<file path="src/rtl/nibbler_pkg.sv">
`default_nettype none
// ============================================================================
//  Module   : nibbler_pkg
//  Purpose  : Shared definitions for the nibbler control path. Holds the
//             opcode encodings, the sequencer state type and the jump-opcode
//             classifier.
//  Contents : OP_* opcode constants, seq_state_t, is_jump()
//  Revision : 1.0 - initial release
// ============================================================================
package nibbler_pkg;

   // Opcodes are the high nibble of a program byte.
   localparam logic [3:0] OP_JC   = 4'h0;
   localparam logic [3:0] OP_JNC  = 4'h1;
   localparam logic [3:0] OP_JZ   = 4'h2;
   localparam logic [3:0] OP_JNZ  = 4'h3;
   localparam logic [3:0] OP_HALT = 4'hE;
   localparam logic [3:0] OP_JMP  = 4'hF;

   // Sequencer states. Outputs are decoded directly from these.
   typedef enum logic [2:0] {
      IDLE  = 3'd0,
      FETCH = 3'd1,
      EXEC  = 3'd2,
      ADDR  = 3'd3,
      HALT  = 3'd4
   } seq_state_t;

   // True for every two-byte instruction (the four conditional jumps and JMP).
   function automatic logic is_jump(input logic [3:0] opcode);
      return (opcode == OP_JC)  || (opcode == OP_JNC) ||
             (opcode == OP_JZ)  || (opcode == OP_JNZ) ||
             (opcode == OP_JMP);
   endfunction

endpackage : nibbler_pkg
`default_nettype wire

</file>
<file path="src/rtl/pc_sequencer_jump_cond.sv">
`default_nettype none
// ============================================================================
//  Module   : jump_cond
//  Purpose  : Combinational branch-condition evaluator. Decides whether a
//             jump opcode is taken given the current ALU flags. Non-jump
//             opcodes never report taken, so a monitor may feed it any
//             opcode without pre-filtering.
//  Ports    : opcode [3:0] in  - opcode under evaluation
//             carry        in  - ALU carry flag
//             zero         in  - ALU zero flag
//             take         out - 1 when the jump is taken
//  Revision : 1.0 - initial release
// ============================================================================
module jump_cond
   import nibbler_pkg::*;
(
   input  logic [3:0] opcode,
   input  logic       carry,
   input  logic       zero,
   output logic       take
);

   always_comb begin
      take = 1'b0;
      unique case (opcode)
         OP_JC   : take = carry;
         OP_JNC  : take = ~carry;
         OP_JZ   : take = zero;
         OP_JNZ  : take = ~zero;
         OP_JMP  : take = 1'b1;
         default : take = 1'b0;
      endcase
   end

endmodule : jump_cond
`default_nettype wire

</file>
<file path="src/rtl/pc_sequencer.sv">
`default_nettype none
// ============================================================================
//  Module   : pc_sequencer
//  Purpose  : Upstream control stage for the program-byte fetch register.
//             Owns the program counter, drives the ROM address, pulses the
//             fetch-register enable (phase) and sequences single-byte
//             instructions, two-byte conditional jumps and halt.
//  Ports    : clk                   in  - system clock, rising edge
//             reset                 in  - asynchronous, active-low reset
//             run                   in  - start/continue enable
//             instr [3:0]           in  - captured opcode (valid in EXEC/ADDR)
//             operand [3:0]         in  - captured operand, jump target high
//             program_byte [7:0]    in  - ROM data at address
//             carry, zero           in  - ALU flags, sampled at end of ADDR
//             address [ADDR_W-1:0]  out - ROM address (the PC register)
//             phase                 out - fetch-register enable (FETCH only)
//             halted                out - 1 while halted
//             jump_taken            out - 1-cycle pulse at the jump target
//  Revision : 1.0 - initial release
// ============================================================================
module pc_sequencer
   import nibbler_pkg::*;
#(
   parameter int                 ADDR_W   = 12,
   parameter logic [ADDR_W-1:0]  RESET_PC = '0
)(
   input  logic              clk,
   input  logic              reset,
   input  logic              run,
   input  logic [3:0]        instr,
   input  logic [3:0]        operand,
   input  logic [7:0]        program_byte,
   input  logic              carry,
   input  logic              zero,
   output logic [ADDR_W-1:0] address,
   output logic              phase,
   output logic              halted,
   output logic              jump_taken
);

   seq_state_t        r_state;
   seq_state_t        w_state_nxt;
   logic [ADDR_W-1:0] r_pc;
   logic [ADDR_W-1:0] w_pc_nxt;
   logic [ADDR_W-1:0] w_pc_inc;
   logic [ADDR_W-1:0] w_target;
   logic              r_jump_taken;
   logic              w_jump_taken_nxt;
   logic              w_take;

   // Opcode stays valid through ADDR because the fetch register only loads
   // while phase is high, so the condition can be evaluated from instr there.
   jump_cond u_jump_cond (
      .opcode (instr),
      .carry  (carry),
      .zero   (zero),
      .take   (w_take)
   );

   // Natural-width add: wraps modulo 2^ADDR_W, so the last address rolls to 0.
   assign w_pc_inc = r_pc + {{(ADDR_W-1){1'b0}}, 1'b1};

   // Jump target: operand supplies the high nibble, the second program byte
   // (read combinationally at the current PC during ADDR) the low byte.
   assign w_target = ADDR_W'({operand, program_byte});

   // ------------------------------------------------------------------------
   // State, PC and jump pulse registers
   // ------------------------------------------------------------------------
   always_ff @(posedge clk or negedge reset) begin
      if (!reset) begin
         r_state      <= IDLE;
         r_pc         <= RESET_PC;
         r_jump_taken <= 1'b0;
      end else begin
         r_state      <= w_state_nxt;
         r_pc         <= w_pc_nxt;
         r_jump_taken <= w_jump_taken_nxt;
      end
   end

   // ------------------------------------------------------------------------
   // Next-state / next-PC logic
   // ------------------------------------------------------------------------
   always_comb begin
      w_state_nxt      = r_state;
      w_pc_nxt         = r_pc;
      w_jump_taken_nxt = 1'b0;

      unique case (r_state)
         IDLE: begin
            if (run) begin
               w_state_nxt = FETCH;
            end
         end

         FETCH: begin
            // The fetch register captures program_byte on this closing edge.
            w_state_nxt = EXEC;
         end

         EXEC: begin
            if (is_jump(instr)) begin
               // Step onto the low target byte; it is read during ADDR.
               w_pc_nxt    = w_pc_inc;
               w_state_nxt = ADDR;
            end else if (instr == OP_HALT) begin
               w_state_nxt = HALT;
            end else begin
               w_pc_nxt    = w_pc_inc;
               w_state_nxt = run ? FETCH : IDLE;
            end
         end

         ADDR: begin
            if (w_take) begin
               w_pc_nxt         = w_target;
               w_jump_taken_nxt = 1'b1;
            end else begin
               w_pc_nxt         = w_pc_inc;
            end
            w_state_nxt = FETCH;
         end

         HALT: begin
            // Only reset leaves HALT; run is deliberately ignored.
            w_state_nxt = HALT;
         end

         default: begin
            w_state_nxt = IDLE;
         end
      endcase
   end

   // ------------------------------------------------------------------------
   // Outputs decoded from registered state only
   // ------------------------------------------------------------------------
   assign address    = r_pc;
   assign phase      = (r_state == FETCH);
   assign halted     = (r_state == HALT);
   assign jump_taken = r_jump_taken;

endmodule : pc_sequencer
`default_nettype wire

</file>
<file path="config.mk">
export PLATFORM = sky130hd
export DESIGN_NAME = pc_sequencer
export DESIGN_NICKNAME = d
export VERILOG_FILES = /design/src/rtl/nibbler_pkg.sv /design/src/rtl/pc_sequencer_jump_cond.sv /design/src/rtl/pc_sequencer.sv
export SDC_FILE = /design/constraint.sdc
export NUM_CORES = 1
export LEC_CHECK = 0
export BUFFER_PORTS_ARGS = -buffer_cell sky130_fd_sc_hd__buf_2
export CORE_ASPECT_RATIO = 1.2
export CORE_UTILIZATION = 40
export CTS_CLUSTER_SIZE = 10
export DETAILED_ROUTE_END_ITERATION = 10
export PLACE_DENSITY_LB_ADDON = 0.2
export SLEW_MARGIN = 20
export SYNTH_ARGS = -nofsm -noshare
export SYNTH_HDL_FRONTEND = slang
export SYNTH_SLANG_ARGS = --single-unit
</file>
<file path="constraint.sdc">
create_clock -name clk -period 2.3 [get_ports clk]
set_input_delay 0.115 -clock clk [delete_from_list [all_inputs] [get_ports clk]]
set_output_delay 0.115 -clock clk [all_outputs]
set_load 0.02 [all_outputs]
</file>
==> results.ini <==
[worst_setup_path]
crit_slowest_cell = dfrtp_1
critical_path.max_stage_delay_ns = 0.42
cp_cell_sequence = and2b_1 > and2_0 > a21bo_2 > inv_2 > a211oi_1 > nor3_1
cp_max_fo = 15
path_buf_inv = 1
path_delay_family = compound AO/OA/AOI/OAI gates
crit_arrival_ns = 1.96
rr_worst_depth = 6
critPathKind = reg2reg
start_kind = flop
cp.required_ns = 2.47
crit_path_end_kind = flop
worst-path-stages = 6

[power_and_ir_drop]
peakVddDrop_mv = 0.660
combPwrFrac_pct = 46.6
power_frac_clock_pct = 14.0
power-per-cell-area_nw_per_um2 = 1130
p_int_uw = 747
p_leak_nw = 0.531
total_power_mw = 1.35
switching_share_pct = 44.8
p_seq_share_pct = 39.4
p_sw_uw = 605

[sta]
fin_crit_sh_pct = 77.6
fin_setup_tns_ns = 0
fmax_mhz = 561
final-setup-viol-count = 0
hold_viol_final = 0
worstMarginPinSlew_ns = 0.364
max-slew-margin-rel_pct = 75.7
fin_crit_ns = 1.78
rsz0062_at_grt = false
fin_skew_ns = 0.00547
slew_violations = 0

[route]
vias = 960
remaining_drc_errors = 0
routed_wl_um = 2210
antenna_left = 0
wire_per_inst_um = 12.3
first_pass_iters = 4
routed_via_density = 5.36
drt_iter0_markers = 25

[final_layout]
drive_gt1_share_pct = 29.7
mostFrequentLayoutCell = buf_2
area_growth_pct = 26.0
final_cell_mix = buf_2 (35), dfrtp_1 (16), nor2_1 (12), nand2_1 (12), nand3_1 (12)
num_antenna_cells = 0
fin_nets = 171

[cts]
cts_sinks = 16
cts_setup_buffers = 0
cts_resized = 0
cts_tree = built
htree_levels = 1
clkTransAtPathRegs_ns = 0.10
cts_buffers = 3
clockBufferDepth = 2
hold_buffers = 1
root_buffer = clkbuf_4
insertion_delay_ns = 0.29

[min_path]
hold_depth = 3
hold_path_class = in2reg

[floorplanning]
ioPinCount = 36
fp-row-count = 19
start_util_pct = 41.7
core_sq_um = 2280
die_h_um = 55.4
dieArea_sq_um = 2580
floorplan.die.width_um = 46.5

[synth]
ys_types = 37
netlist_top_cells_area = dfrtp_1 (42%), nand3_1 (6.3%), nand2_1 (4.7%), nor2_1 (4.7%), mux2i_1 (4.2%)
syn_area_per_cell_sq_um = 8.58
ys_seq_elements = 16
yosysWarnings = 0
syn-cell-area_sq_um = 952
synth_top_area_cell = dfrtp_1
yosys.area.top_type_share_pct = 42.0
syn-num-nets = 133
ys_seq_area_share_pct = 42.0
netlist_instances = 111

[global_route]
grt_pass1_wl_um = 3520
grt_util_all_layers_pct = 18.5
antenna_found_initial = 0
grt_pass1_vias = 824
grt_start_max_net_pins = 17
overflow = 0

[run_status]
outcome = complete, no violations

[place]
hpwl_um = 1650
numPortBuffers = 35
finalWeightedCongestion = 0.845

[run]
maxCapViolations = 0

-- synth_stat cells --
| library cell | instances |
|---|---|
| dfrtp_1 | 16 |
| nand2_1 | 12 |
| nand3_1 | 12 |
| nor2_1 | 12 |
| a21oi_1 | 6 |
| nor3_1 | 6 |
| o21ai_0 | 5 |
| mux2i_1 | 4 |
| nand4_1 | 4 |
| a211oi_1 | 2 |
| and4_1 | 2 |
| clkbuf_1 | 2 |
| nor2b_1 | 2 |
| o311ai_0 | 2 |
| or3_1 | 2 |
| a21bo_2 | 1 |
| a21boi_1 | 1 |
| a22oi_1 | 1 |
| a2bb2oi_1 | 1 |
| and2_0 | 1 |
| and2b_1 | 1 |
| buf_2 | 1 |
| buf_4 | 1 |
| ha_1 | 1 |
| inv_2 | 1 |
| nand2b_1 | 1 |
| nand3b_1 | 1 |
| nand4b_1 | 1 |
| nor3b_1 | 1 |
| nor4b_1 | 1 |
| o211ai_1 | 1 |
| o21a_1 | 1 |
| o21ai_1 | 1 |
| o221a_2 | 1 |
| or2_2 | 1 |
| or4_1 | 1 |
| xnor2_1 | 1 |
-- final cells by class --
class,count,area [sq um]
Clock buffer,4,36.3
Fill cell,234,1080
Inverter,1,3.75
Multi-Input combinational cell,90,528
Sequential cell,16,400
Tap cell,31,38.8
Timing Repair Buffer,37,193
-- worst reg2reg max path: stages, from the launching register on --
cell and delay (ns):
dfrtp_1 0.42, and2b_1 0.21, and2_0 0.15, a21bo_2 0.37, inv_2 0.19, a211oi_1 0.25
nor3_1 0.08
-- per-layer routing --
| metal | vias up | GRT usage [%] | share of wire [%] |
|---|---|---|---|
| met1 | 437 | 25.9 | 47 |
| met3 | 4 | 1.96 | 4.4 |
| met5 | - | 0 | 0 |
| met2 | 32 | 29.0 | 47 |
| met4 | 0 | 6.30 | 1.2 |
| li1 | 487 | - | - |
-- cell families after synthesis --
| family | count (synthesis) | share of synthesized area [%] |
|---|---|---|
| AOI/OAI and AO/OA | 23 | 16.0 |
| xor gates and xnor gates | 1 | 0.920 |
| adders and majority gates | 1 | 1.31 |
| buffers and inverters | 5 | 2.50 |
| DFF | 16 | 42.0 |
| muxes | 4 | 4.21 |
| and+or+nand+nor | 61 | 33.0 |
-- path summary, 6_finish.rpt --
kind / start / endpoint / slack, ns
max: r_state[1] / address[2] / 0.52
min: program_byte[4] / address[4] / 0.02
max reg2reg: r_state[1] / address[2] / 0.52
min reg2reg: r_state[2] / r_state[0] / 0.49
max in group asynchronous: reset / jump_taken / 1.78
min in group asynchronous: reset / address[11] / 0.25
-- metrics by stage --
stage / worst slack [ns] / cells / utilization [%] / hold slack [ns] / area, sq um
2_1_floorplan: 0.635 / 111 / - / -0.181 / 952
3_5_place_dp: 0.516 / 174 / 50.5 / 0.0539 / 1150
3_3_place_gp: 0.610 / 174 / 50.5 / 0.0512 / 1150
5_1_grt: 0.351 / 179 / 52.6 / 0.0304 / 1200
6_report: 0.516 / 179 / 52.6 / 0.0232 / 1200
4_1_cts: 0.487 / 179 / 52.6 / 0.0251 / 1200
-- power by group through the flow --
stage / clock network, mW / registers [mW] / logic (mW)
2_1_floorplan: 0 / 0.631 / 0.323
4_1_cts: 0.192 / 0.533 / 0.639
3_5_place_dp: 0 / 0.541 / 0.636
3_3_place_gp: 0 / 0.536 / 0.626
6_report: 0.189 / 0.533 / 0.630
5_1_grt: 0.207 / 0.553 / 0.694
-- flip-flops by register name, indices dropped and copies added, names as in the netlist --
register	cells
jump_taken	1
r_state	3
address	12
Power figures use the tool's default switching activity.
